===== src/rtl/rom_dl_pkg.sv =====
// Shared types for the ROM download controller.
// Holds the controller state encoding and the default core-reset hold length.
// No logic lives here.
package rom_dl_pkg;

    typedef enum logic [1:0] {
        IDLE = 2'd0,
        LOAD = 2'd1,
        HOLD = 2'd2,
        RUN  = 2'd3
    } dl_state_t;

    localparam int DEF_HOLD_CYC = 255;
    localparam int HOLD_W       = $clog2(DEF_HOLD_CYC + 1);

endpackage


===== src/rtl/rom_dl_ctrl.sv =====
// Purpose: filter the ioctl download for the game ROM slot, forward writes to the
//          core and sequence core_reset around a validated image.
// Latency: dn_* follows an accepted ioctl_wr by exactly 1 cycle; no backpressure
//          (ioctl is a fire-and-forget byte stream, every accepted byte is forwarded).
// Ports:   clk_sys/reset (sync, active high); ioctl_* download stream in;
//          user_reset (OSD/button); dn_addr/dn_data/dn_wr core ROM port out;
//          core_reset, rom_valid, size_err, byte_count status out.
module rom_dl_ctrl
    import rom_dl_pkg::*;
#(
    parameter logic [7:0] ROM_INDEX = 8'd0,
    parameter int         ADDR_W    = 14,
    parameter int         EXP_BYTES = 16384,
    parameter int         HOLD_CYC  = DEF_HOLD_CYC
) (
    input  logic              clk_sys,
    input  logic              reset,
    input  logic              ioctl_download,
    input  logic [7:0]        ioctl_index,
    input  logic              ioctl_wr,
    input  logic [24:0]       ioctl_addr,
    input  logic [7:0]        ioctl_dout,
    input  logic              user_reset,
    output logic [ADDR_W-1:0] dn_addr,
    output logic [7:0]        dn_data,
    output logic              dn_wr,
    output logic              core_reset,
    output logic              rom_valid,
    output logic              size_err,
    output logic [ADDR_W:0]   byte_count
);

    localparam int              HW       = $clog2(HOLD_CYC + 1);
    localparam logic [HW-1:0]   HOLD_LD  = HOLD_CYC[HW-1:0];
    localparam logic [HW-1:0]   HOLD_ONE = 1;
    localparam logic [ADDR_W:0] EXP_CNT  = EXP_BYTES[ADDR_W:0];
    localparam logic [ADDR_W:0] CNT_ONE  = 1;

    dl_state_t         state_q, state_d;
    logic [HW-1:0]     hold_q, hold_d;
    logic [ADDR_W:0]   byte_count_q, byte_count_d, cnt_base;
    logic              nz_q, nz_d, nz_base;
    logic              oor_q, oor_d, oor_base;
    logic              rom_valid_q, rom_valid_d;
    logic              size_err_q, size_err_d;
    logic [ADDR_W-1:0] dn_addr_q, dn_addr_d;
    logic [7:0]        dn_data_q, dn_data_d;
    logic              dn_wr_q, dn_wr_d;
    logic              act_q, act_d;

    logic act, start, stop, in_range, window, acc, oor_hit;

    assign act      = ioctl_download && (ioctl_index == ROM_INDEX);
    assign start    = act && !act_q;
    assign stop     = !act && act_q;
    assign in_range = (ioctl_addr[24:ADDR_W] == '0);
    // Writes count only inside a download we actually started: the Start cycle
    // itself, or any cycle in LOAD (which includes the End cycle). A download
    // interrupted by reset stays unforwarded because act_q keeps tracking act
    // through reset, so no fresh Start is seen.
    assign window   = start || (state_q == LOAD);
    assign acc      = window && ioctl_wr && in_range;
    assign oor_hit  = window && ioctl_wr && !in_range;

    always_comb begin
        act_d = act;

        // Start clears the image bookkeeping before the same-cycle write lands.
        cnt_base = start ? '0   : byte_count_q;
        nz_base  = start ? 1'b0 : nz_q;
        oor_base = start ? 1'b0 : oor_q;

        byte_count_d = byte_count_q;
        nz_d         = nz_q;
        oor_d        = oor_q;
        if (window) begin
            byte_count_d = (acc && (cnt_base != '1)) ? cnt_base + CNT_ONE : cnt_base;
            nz_d         = nz_base || (acc && (ioctl_dout != 8'd0));
            oor_d        = oor_base || oor_hit;
        end

        dn_wr_d   = acc;
        dn_addr_d = acc ? ioctl_addr[ADDR_W-1:0] : dn_addr_q;
        dn_data_d = acc ? ioctl_dout : dn_data_q;

        state_d     = state_q;
        hold_d      = hold_q;
        rom_valid_d = rom_valid_q;
        size_err_d  = size_err_q;

        case (state_q)
            LOAD: begin
                if (stop) begin
                    // byte_count_d/nz_d/oor_d already include an End-cycle write.
                    size_err_d = (byte_count_d != EXP_CNT) || oor_d;
                    if (nz_d) begin
                        rom_valid_d = 1'b1;
                        hold_d      = HOLD_LD;
                        state_d     = HOLD;
                    end else begin
                        rom_valid_d = 1'b0;
                        state_d     = IDLE;
                    end
                end
            end
            HOLD: begin
                if (user_reset) begin
                    hold_d = HOLD_LD;
                end else begin
                    hold_d = hold_q - HOLD_ONE;
                    if (hold_q == HOLD_ONE) begin
                        state_d = RUN;
                    end
                end
            end
            RUN: begin
                if (user_reset) begin
                    hold_d  = HOLD_LD;
                    state_d = HOLD;
                end
            end
            default: begin
            end
        endcase

        // A new download outranks the user reset and any hold in progress.
        if (start) begin
            state_d = LOAD;
        end
    end

    always_ff @(posedge clk_sys) begin
        act_q <= act_d;
        if (reset) begin
            state_q      <= IDLE;
            hold_q       <= '0;
            byte_count_q <= '0;
            nz_q         <= 1'b0;
            oor_q        <= 1'b0;
            rom_valid_q  <= 1'b0;
            size_err_q   <= 1'b0;
            dn_addr_q    <= '0;
            dn_data_q    <= 8'd0;
            dn_wr_q      <= 1'b0;
        end else begin
            state_q      <= state_d;
            hold_q       <= hold_d;
            byte_count_q <= byte_count_d;
            nz_q         <= nz_d;
            oor_q        <= oor_d;
            rom_valid_q  <= rom_valid_d;
            size_err_q   <= size_err_d;
            dn_addr_q    <= dn_addr_d;
            dn_data_q    <= dn_data_d;
            dn_wr_q      <= dn_wr_d;
        end
    end

    assign dn_addr    = dn_addr_q;
    assign dn_data    = dn_data_q;
    assign dn_wr      = dn_wr_q;
    assign core_reset = (state_q != RUN);
    assign rom_valid  = rom_valid_q;
    assign size_err   = size_err_q;
    assign byte_count = byte_count_q;

endmodule

===== config.mk =====
export PLATFORM = sky130hd
export DESIGN_NAME = rom_dl_ctrl
export DESIGN_NICKNAME = d
export VERILOG_FILES = /design/src/rtl/rom_dl_pkg.sv /design/src/rtl/rom_dl_ctrl.sv
export SDC_FILE = /design/constraint.sdc
export NUM_CORES = 1
export LEC_CHECK = 0
export CELL_PAD_IN_SITES_DETAIL_PLACEMENT = 0
export CELL_PAD_IN_SITES_GLOBAL_PLACEMENT = 1
export CORE_ASPECT_RATIO = 0.6
export CORE_MARGIN = 10
export CORE_UTILIZATION = 37
export CTS_BUF_LIST = sky130_fd_sc_hd__clkbuf_4 sky130_fd_sc_hd__clkbuf_8
export CTS_CLUSTER_DIAMETER = 120
export DETAILED_ROUTE_END_ITERATION = 8
export GPL_ROUTABILITY_DRIVEN = 0
export PLACE_DENSITY = 0.85
export SLEW_MARGIN = 10
export SYNTH_ARGS = -nofsm -noshare
export SYNTH_HDL_FRONTEND = slang
export SYNTH_SLANG_ARGS = --single-unit

===== constraint.sdc =====
create_clock -name clk_sys -period 9.4 [get_ports clk_sys]
set_input_delay 2.35 -clock clk_sys [delete_from_list [all_inputs] [get_ports clk_sys]]
set_output_delay 2.35 -clock clk_sys [all_outputs]
set_load 0.01 [all_outputs]

# --- Word level (Yosys, flattened, before mapping) ---
# Cells that the tools add are included.
word_totals:
  reg_bits: 53
  in_bits: 46
  out_inout_bits: 41
  wordCells: 75
op_classes:
  add_sub_neg: 2
  n_eq_ne: 16
  n_mux: 20
  reduce_logical: 25
op_table:
  columns: ["operator", "n"]
  rows:
  - ["15-bit two-way mux", 3]
  - ["8-bit two-way mux", 4]
  - ["15-bit inequality test (second input constant)", 2]
  - ["8-bit one-hot mux with 3 select lines", 1]
  - ["15-bit by 1-bit adder with 15-bit output (second input constant)", 1]
  - ["2-bit inequality test (second input constant)", 6]
  - ["3-bit inequality test (second input constant)", 4]
  - ["11-bit zero test", 1]
  - ["2-bit two-way mux", 5]
  - ["5-bit AND reduction", 2]
  - ["8-bit by 1-bit equality test with 1-bit output (second input constant)", 1]
  - ["1-bit logical AND", 8]
  - ["8-bit zero test", 1]
  - ["8-bit nonzero test", 1]
  - ["8-bit by 1-bit subtractor with 8-bit output (second input constant)", 1]
  - ["1-bit two-way mux", 6]
  - ["2-bit one-hot mux with 3 select lines", 1]
  - ["2-bit equality test (second input constant)", 2]
  - ["1-bit logical OR", 4]
  - ["4-bit AND reduction", 1]
  - ["4-bit nonzero test", 1]
  - ["1-bit zero test", 3]
  - ["3-bit nonzero test", 1]
  - ["2-bit by 1-bit equality test with 1-bit output (second input constant)", 1]
  - ["2 further kinds", 2]

# --- Depth between registers and ports, before layout ---
# Gate-level depths: netlist (run 1).
depth:
  ltp_word: 13
  ltp_mapped: 15
  mapped_depth_nobuf: 14

# --- Worst setup path before layout (run 1) ---
# OpenSTA, ideal clock, no wires.
synth_timing:
  path_kind: "input port to flip-flop"
  from: "input port ioctl_index[1]"
  to: "register size_err_q, in the netlist size_err"
  setup_ns: 0.127
  arrival_time_ns: 5.082
  required_time_ns: 9.273
  path_slack_ns: 4.192
  path_stages: 15
  n_path_buf: 2
  path_cell_list: "nor4_1 -> nand4_1 -> inv_1 -> ha_1 -> clkbuf_1 -> clkbuf_1 -> nor2b_1 -> ha_1 -> and4b_1 -> nand3_2 -> or3_4 -> nor4b_1 -> o21ai_1 -> nor4_2 -> a211oi_2"
synth_between:
  elab_chain_len: 11
  word_cells_on_any_way: 21
  classes_between: "add/sub (1); eq/ne (2); mux (5); reduce/logical (13)"
synth_lines:
  columns: ["element", "line_no", "rtl"]
  rows:
  - ["from (decl)", "rom_dl_ctrl.sv:19", "input logic [7:0] ioctl_index,"]
  - ["8-bit zero test (*)", "rom_dl_ctrl.sv:53", "assign act = ioctl_download && (ioctl_index == ROM_INDEX);"]
  - ["1-bit logical AND (*)", "rom_dl_ctrl.sv:53", null]
  - ["net act", "rom_dl_ctrl.sv:51", "logic act, start, stop, in_range, window, acc, oor_hit;"]
  - ["parallel branches: the longest is 9 deep, another holds 15-bit by 1-bit adder with 15-bit output", null, null]
  - ["to (signal assigned)", "rom_dl_ctrl.sv:152", "size_err_q <= size_err_d;"]
  - ["to (decl)", "rom_dl_ctrl.sv:45", "logic size_err_q, size_err_d;"]
# Mark *: on every way through the listed nets, which the timed path passes.
# A chain may end at the register's enable or synchronous reset.

# --- Worst setup path after layout (run 1) ---
# Same ends and word-level chain as after synthesis.

==> impl_metrics.csv, run 1 <==
group,metric,value,unit
run_status,run_status,"complete, no violations",
grt,use_met1,20.0,%
sta,slew_headroom,25.4,%
setup_path,worst-path-max-fanout,34,
setup_path,slowest_stage,"o2111a_1",
yosys,synth.most_common_cell,"nand2_1",
die,die_h,87.1,µm
yosys,ys_async_sr_fraction,0,%
grt,grt_pass1_vias,2548,
placed_design,placedCellCount,510,
setup_path,crit_chain,"clkdlybuf4s50_1, nor4_1, nand4_1, inv_1, ha_1, buf_4, o2111a_1, o2111ai_2, mux2_2, nand3_1, nor4_2, a211oi_2",
cells_and_area,fin_area,3830,µm²
clock_tree,insertion_delay,0.31,ns
clock_tree,post_cts_resized,0,
sta,hold_viol,0,
worst_hold_path,hold_path.class,"reg2reg",
clock_tree,cts_sinks,53,
die,start_util,38.2,%
cells_and_area,utilization,52.7,%
sta,skew,0.0144,ns
placed_design,dp_hpwl,6170,µm
cells_and_area,diodes,0,
setup_path,crit_required,9.56,ns
cells_and_area,final_cells,518,
sta,setup_violations,0,
route,wirelength,8170,µm
power,peakVddDrop,0.0000949,V
setup_path,crit_type,"in2reg",
cells_and_area,layout.nets,464,
yosys,netlist_instances,337,
yosys,ys_seq_area_share,38.2,%
placed_design,io_buffers,86,
sta,maxSlewViolCount,0,
sta,hold_ws,0.459,ns
yosys,syn_area_per_cell,8.23,µm²
power,total_power,439,µW
sta,timing.fmax,177,MHz
yosys,synth_xor_area_share,4.42,%
sta,fin_crit,5.65,ns
route,vias,2665,
sta,worst_slack,3.75,ns
clock_tree,htreeDepth,2,
clock_tree,cts_hold_buf,0,
yosys,synthAdderAreaFrac,2.26,%
route,antenna_left,0,
yosys,synth_compound_area_share,17.5,%
clock_tree,post-cts-setup-buffer-count,0,
route,drtPass1Iterations,4,
grt,overflow,0,
clock_tree,clk_pin_slew,0.10,ns
route,drtIter0Drc,221,
yosys,netlist_area,2770,µm²
yosys,synth_area_leaders,"dfxtp_1, nand2_1, a21oi_1, nor2_1, xnor2_1",
route,wire_per_inst,15.8,µm
placed_design,dp_slack,3.38,ns
setup_path,worst_setup_path_end_kind,"flop",
clock_tree,clock-root-buffer,"clkbuf_8",
cells_and_area,areaGrowthSynthToFinish,38.0,%
sta,worst_slew_pin_slew,1.12,ns
yosys,synth_common_cells,"nand2_1, dfxtp_1, a21oi_1",
sta,setup_tns,0,ns
die,die_w,132,µm
die,core_area,7270,µm²
clock_tree,cts_tree,"done",
cells_and_area,drive_above_1_share,7.73,%
grt,grt_antenna_before_repair,0,
yosys,synth_edf_count,0,
die,fp-row-count,24,
yosys,ys_types,60,
yosys,synth_mux_area_share,1.89,%
grt,globalRoute.busiestLayer,"met2",
yosys,syn_nets,388,
sta,post-route-period-util,60.1,%
yosys,synth-seq-cells,53,
grt,grt_usage,14.0,%
grt,grt_max_degree,53,
cells_and_area,final.fill_count,699,
die,io_pins,87,
yosys,synthSimpleGateAreaFrac,31.3,%
clock_tree,cts_buffer_depth,2,
setup_path,max_stage_delay,1.00,ns
yosys,synth_top_area_cell,"dfxtp_1",
setup_path,startpoint_type,"primary input",
job,maxCapViolCount,0,
yosys,netlist.area_leader.share,38.2,%
grt,use_met3,4.44,%
power,power.static_leakage,1.29,nW
sta,rsz0062_at_grt,"no",
yosys,yosys_warnings,0,
placed_design,placed_cell_area,3690,µm²
grt,grt_pass1_wl,13500,µm
grt,grtUsageMet2,20.3,%
yosys,ys.flop_type,"dfxtp_1",
route,drc,0,
clock_tree,cts-buffers-inserted,5,
route,via_per_inst,5.14,
power,power-per-cell-area,115,nW/µm²
yosys,synth_top_family_by_area,"simple AND/OR/NAND/NOR gates",
die,die_area,11500,µm²
setup_path,arrival,5.81,ns
[worst max-delay path, delay by kind of cell]
kind	cells	cell delay (ns)
mux	1	0.31
simple gates	4	0.81
buf+inv	3	0.78
fa+ha+maj	1	0.13
compound gates	3	1.40
[cell usage in the layout (no fill, tap or decap), types with 5 or more instances in the layout]
| cell | netlist | layout |
|---|---|---|
| ha_1 | 5 | 5 |
| nor4_1 | 6 | 6 |
| inv_1 | 8 | 8 |
| a21oi_1 | 34 | 34 |
| nand3_1 | 6 | 6 |
| nor3_1 | 14 | 14 |
| nand2_1 | 60 | 60 |
| dfxtp_1 | 53 | 53 |
| xnor2_1 | 10 | 10 |
| nor2_1 | 28 | 28 |
| clkbuf_8 | 0 | 5 |
| clkdlybuf4s50_1 | 0 | 85 |
| nand2b_1 | 13 | 13 |
[kinds of logic after synthesis]
| kind of cell | after synthesis |
|---|---|
| multiplexers | 5 |
| AND/OR/NAND/NOR | 162 |
| XOR/XNOR | 14 |
| adder cells (fa/ha/maj) | 5 |
| flip-flops | 53 |
| AO/OA/AOI/OAI | 71 |
| buffers and inverters | 27 |
[flip-flops by register name, summed over array words and instances (netlist names)]
signal      cells
act_q           1
dn_data         8
state_q         2
dn_wr           1
dn_addr        14
rom_valid       1
byte_count     15
hold_q          8
size_err        1
nz_q            1
oor_q           1
[path summary, 6_finish.rpt]
path,slack (ns),from,end,cells past startpoint
min reg2reg,0.46,dn_addr[2]$_SDFFE_PP0P_,dn_addr[2]$_SDFFE_PP0P_,2
max reg2reg,6.24,act_q$_DFF_P_,size_err$_SDFFE_PP0P_,13
min,0.46,dn_addr[2]$_SDFFE_PP0P_,dn_addr[2]$_SDFFE_PP0P_,2
max,3.75,ioctl_index[1],size_err$_SDFFE_PP0P_,12
[final cells by class]
type	count	area (µm²)	share of cell area (%)
clock buffer	5	68.8	1.80
timing repair buffer	88	871	22.8
multi-input combinational	257	1600	41.7
sequential	53	1060	27.7
clock inverter	3	68.8	1.80
inverter	8	30.0	0.785
tap	104	130	3.40
[metal layers]
metal / vias up / wire length (µm)
met2: 90 / 3310
li1: 1340 / -
met5: - / 0
met4: 0 / 23
met3: 6 / 608
met1: 1229 / 4230
[power by group]
group	switching (mW)	internal, mW
clock network	0.0802	0.107
logic	0.00925	0.0174
registers	0.0000286	0.224
(Power assumes the default switching activity.)
==> inputs of run 2 (changes only) <==
- CORE_UTILIZATION: 37 -> 35
- PLACE_DENSITY: 0.85 -> 0.81
- clock period: 9.4 -> 5.6 ns (I/O delays scaled with it)
==> impl_metrics.csv, run 2 (synthesized netlist as in run 1, its figures left out) <==
group,metric,value,unit
die,start_util,35.6,%
clock_tree,cts-buffers-inserted,5,
placed_design,dp_slack,0.750,ns
sta,post-route-period-util,81.0,%
setup_path,arrival,4.70,ns
sta,rsz0062_at_grt,"no",
clock_tree,htreeDepth,2,
grt,grt_pass1_vias,2361,
clock_tree,clk_pin_slew,0.10,ns
clock_tree,post_cts_resized,0,
sta,slew_headroom,35.3,%
grt,grt_max_degree,53,
power,power-per-cell-area,170,nW/µm²
grt,grt_usage,13.2,%
sta,fin_crit,4.54,ns
sta,hold_viol,0,
grt,grt_antenna_before_repair,0,
clock_tree,cts_sinks,53,
placed_design,dp_hpwl,6150,µm
sta,setup_violations,0,
route,wire_per_inst,15.6,µm
cells_and_area,diodes,0,
sta,worst_slew_pin_slew,0.971,ns
cells_and_area,mostFrequentLayoutCell,"clkdlybuf4s50_1",
job,maxCapViolCount,0,
power,power.static_leakage,1.28,nW
cells_and_area,largest_reg_flops,15,
setup_path,reg2reg_slack,2.47,ns
clock_tree,cts_buffer_depth,2,
route,wirelength,8210,µm
power,total_power,647,µW
sta,worst_slack,1.06,ns
setup_path,crit_type,"in2reg",
setup_path,startpoint_type,"primary input",
die,fp-row-count,25,
grt,overflow,0,
clock_tree,cts_tree,"done",
cells_and_area,layout_common_cells,"clkdlybuf4s50_1, nand2_1, dfxtp_1, a21oi_1, nor2_1",
clock_tree,post-cts-setup-buffer-count,0,
setup_path,worst_setup_path_end_kind,"flop",
setup_path,crit_required,5.76,ns
power,peakVddDrop,0.0000934,V
cells_and_area,layout.nets,467,
placed_design,placedCellCount,517,
die,io_pins,87,
cells_and_area,areaGrowthSynthToFinish,37.3,%
route,drtPass1Iterations,4,
die,die_w,135,µm
run_status,run_status,"complete, no violations",
die,die_area,12000,µm²
route,vias,2651,
cells_and_area,utilization,48.9,%
die,die_h,89.0,µm
grt,grt_pass1_wl,12800,µm
sta,timing.fmax,220,MHz
cells_and_area,drive_above_1_share,8.39,%
route,drc,0,
sta,setup_tns,0,ns
clock_tree,cts_hold_buf,0,
die,core_area,7790,µm²
placed_design,io_buffers,86,
route,via_per_inst,5.05,
route,drtIter0Drc,173,
sta,skew,0.00369,ns
clock_tree,clock-root-buffer,"clkbuf_8",
clock_tree,insertion_delay,0.31,ns
sta,maxSlewViolCount,0,
route,antenna_left,0,
cells_and_area,final_cells,525,
setup_path,worst-path-max-fanout,15,
worst_hold_path,hold_path.class,"reg2reg",
run 2: cell count changes in the layout (fill, tap and decap cells not counted):
cell	previous run	this run
clkinvlp_4	0	1
clkinv_2	0	1
buf_4	2	5
bufinv_16	2	0
run 2: layout make-up:
| type | instances | area [µm²] |
|---|---|---|
| Multi-Input combinational cell | 257 | 1600 |
| Clock buffer | 5 | 68.8 |
| Clock inverter | 3 | 21.3 |
| Inverter | 8 | 30.0 |
| Fill cell | 752 | 3980 |
| Timing Repair Buffer | 91 | 893 |
| Tap cell | 108 | 135 |
| Sequential cell | 53 | 1060 |
run 2: path summary, 6_finish.rpt:
kind | startpoint | end | cells past startpoint
worst max-delay path | ioctl_index[1] | size_err$_SDFFE_PP0P_ | 16
worst min-delay path | dn_addr[6]$_SDFFE_PP0P_ | dn_addr[6]$_SDFFE_PP0P_ | 2
worst max register to register | act_q$_DFF_P_ | size_err$_SDFFE_PP0P_ | 13
worst min register to register | dn_addr[6]$_SDFFE_PP0P_ | dn_addr[6]$_SDFFE_PP0P_ | 2
run 2: worst max-delay path, cell delays in order:
cell and delay [ns]:
clkdlybuf4s50_1 0.46, nor4_1 0.05, nand4_1 0.14, inv_1 0.07, ha_1 0.19, buf_4 0.18
nand2b_1 0.18, inv_1 0.12, ha_1 0.21, and4b_1 0.29, nand3_2 0.21, or3_4 0.47
a31oi_1 0.18, o21ai_1 0.10, nor4_2 0.32, a211oi_2 0.11
run 2: per-layer routing:
layer | wire [µm] | vias up | GRT usage, %
met3 | 625 | 5 | 4.15
met2 | 3200 | 83 | 17.5
met4 | 48 | 0 | 3.11
met1 | 4340 | 1217 | 19.7
li1 | - | 1346 | -
met5 | 0 | - | 0
run 2: report_power, final:
part	leakage [nW]	internal (mW)	switching, mW
registers	0.427	0.377	0.0000481
clock network	0.0445	0.0891	0.137
logic	0.812	0.0292	0.0150
total	1.28	0.495	0.152
run 2: per-stage QoR:
step	hold slack (ns)	cell area (µm²)
floorplan	0.439	2770
global placement	0.438	3720
detailed placement	0.445	3720
CTS	0.461	3810
global route	0.483	3810
finish	0.457	3810
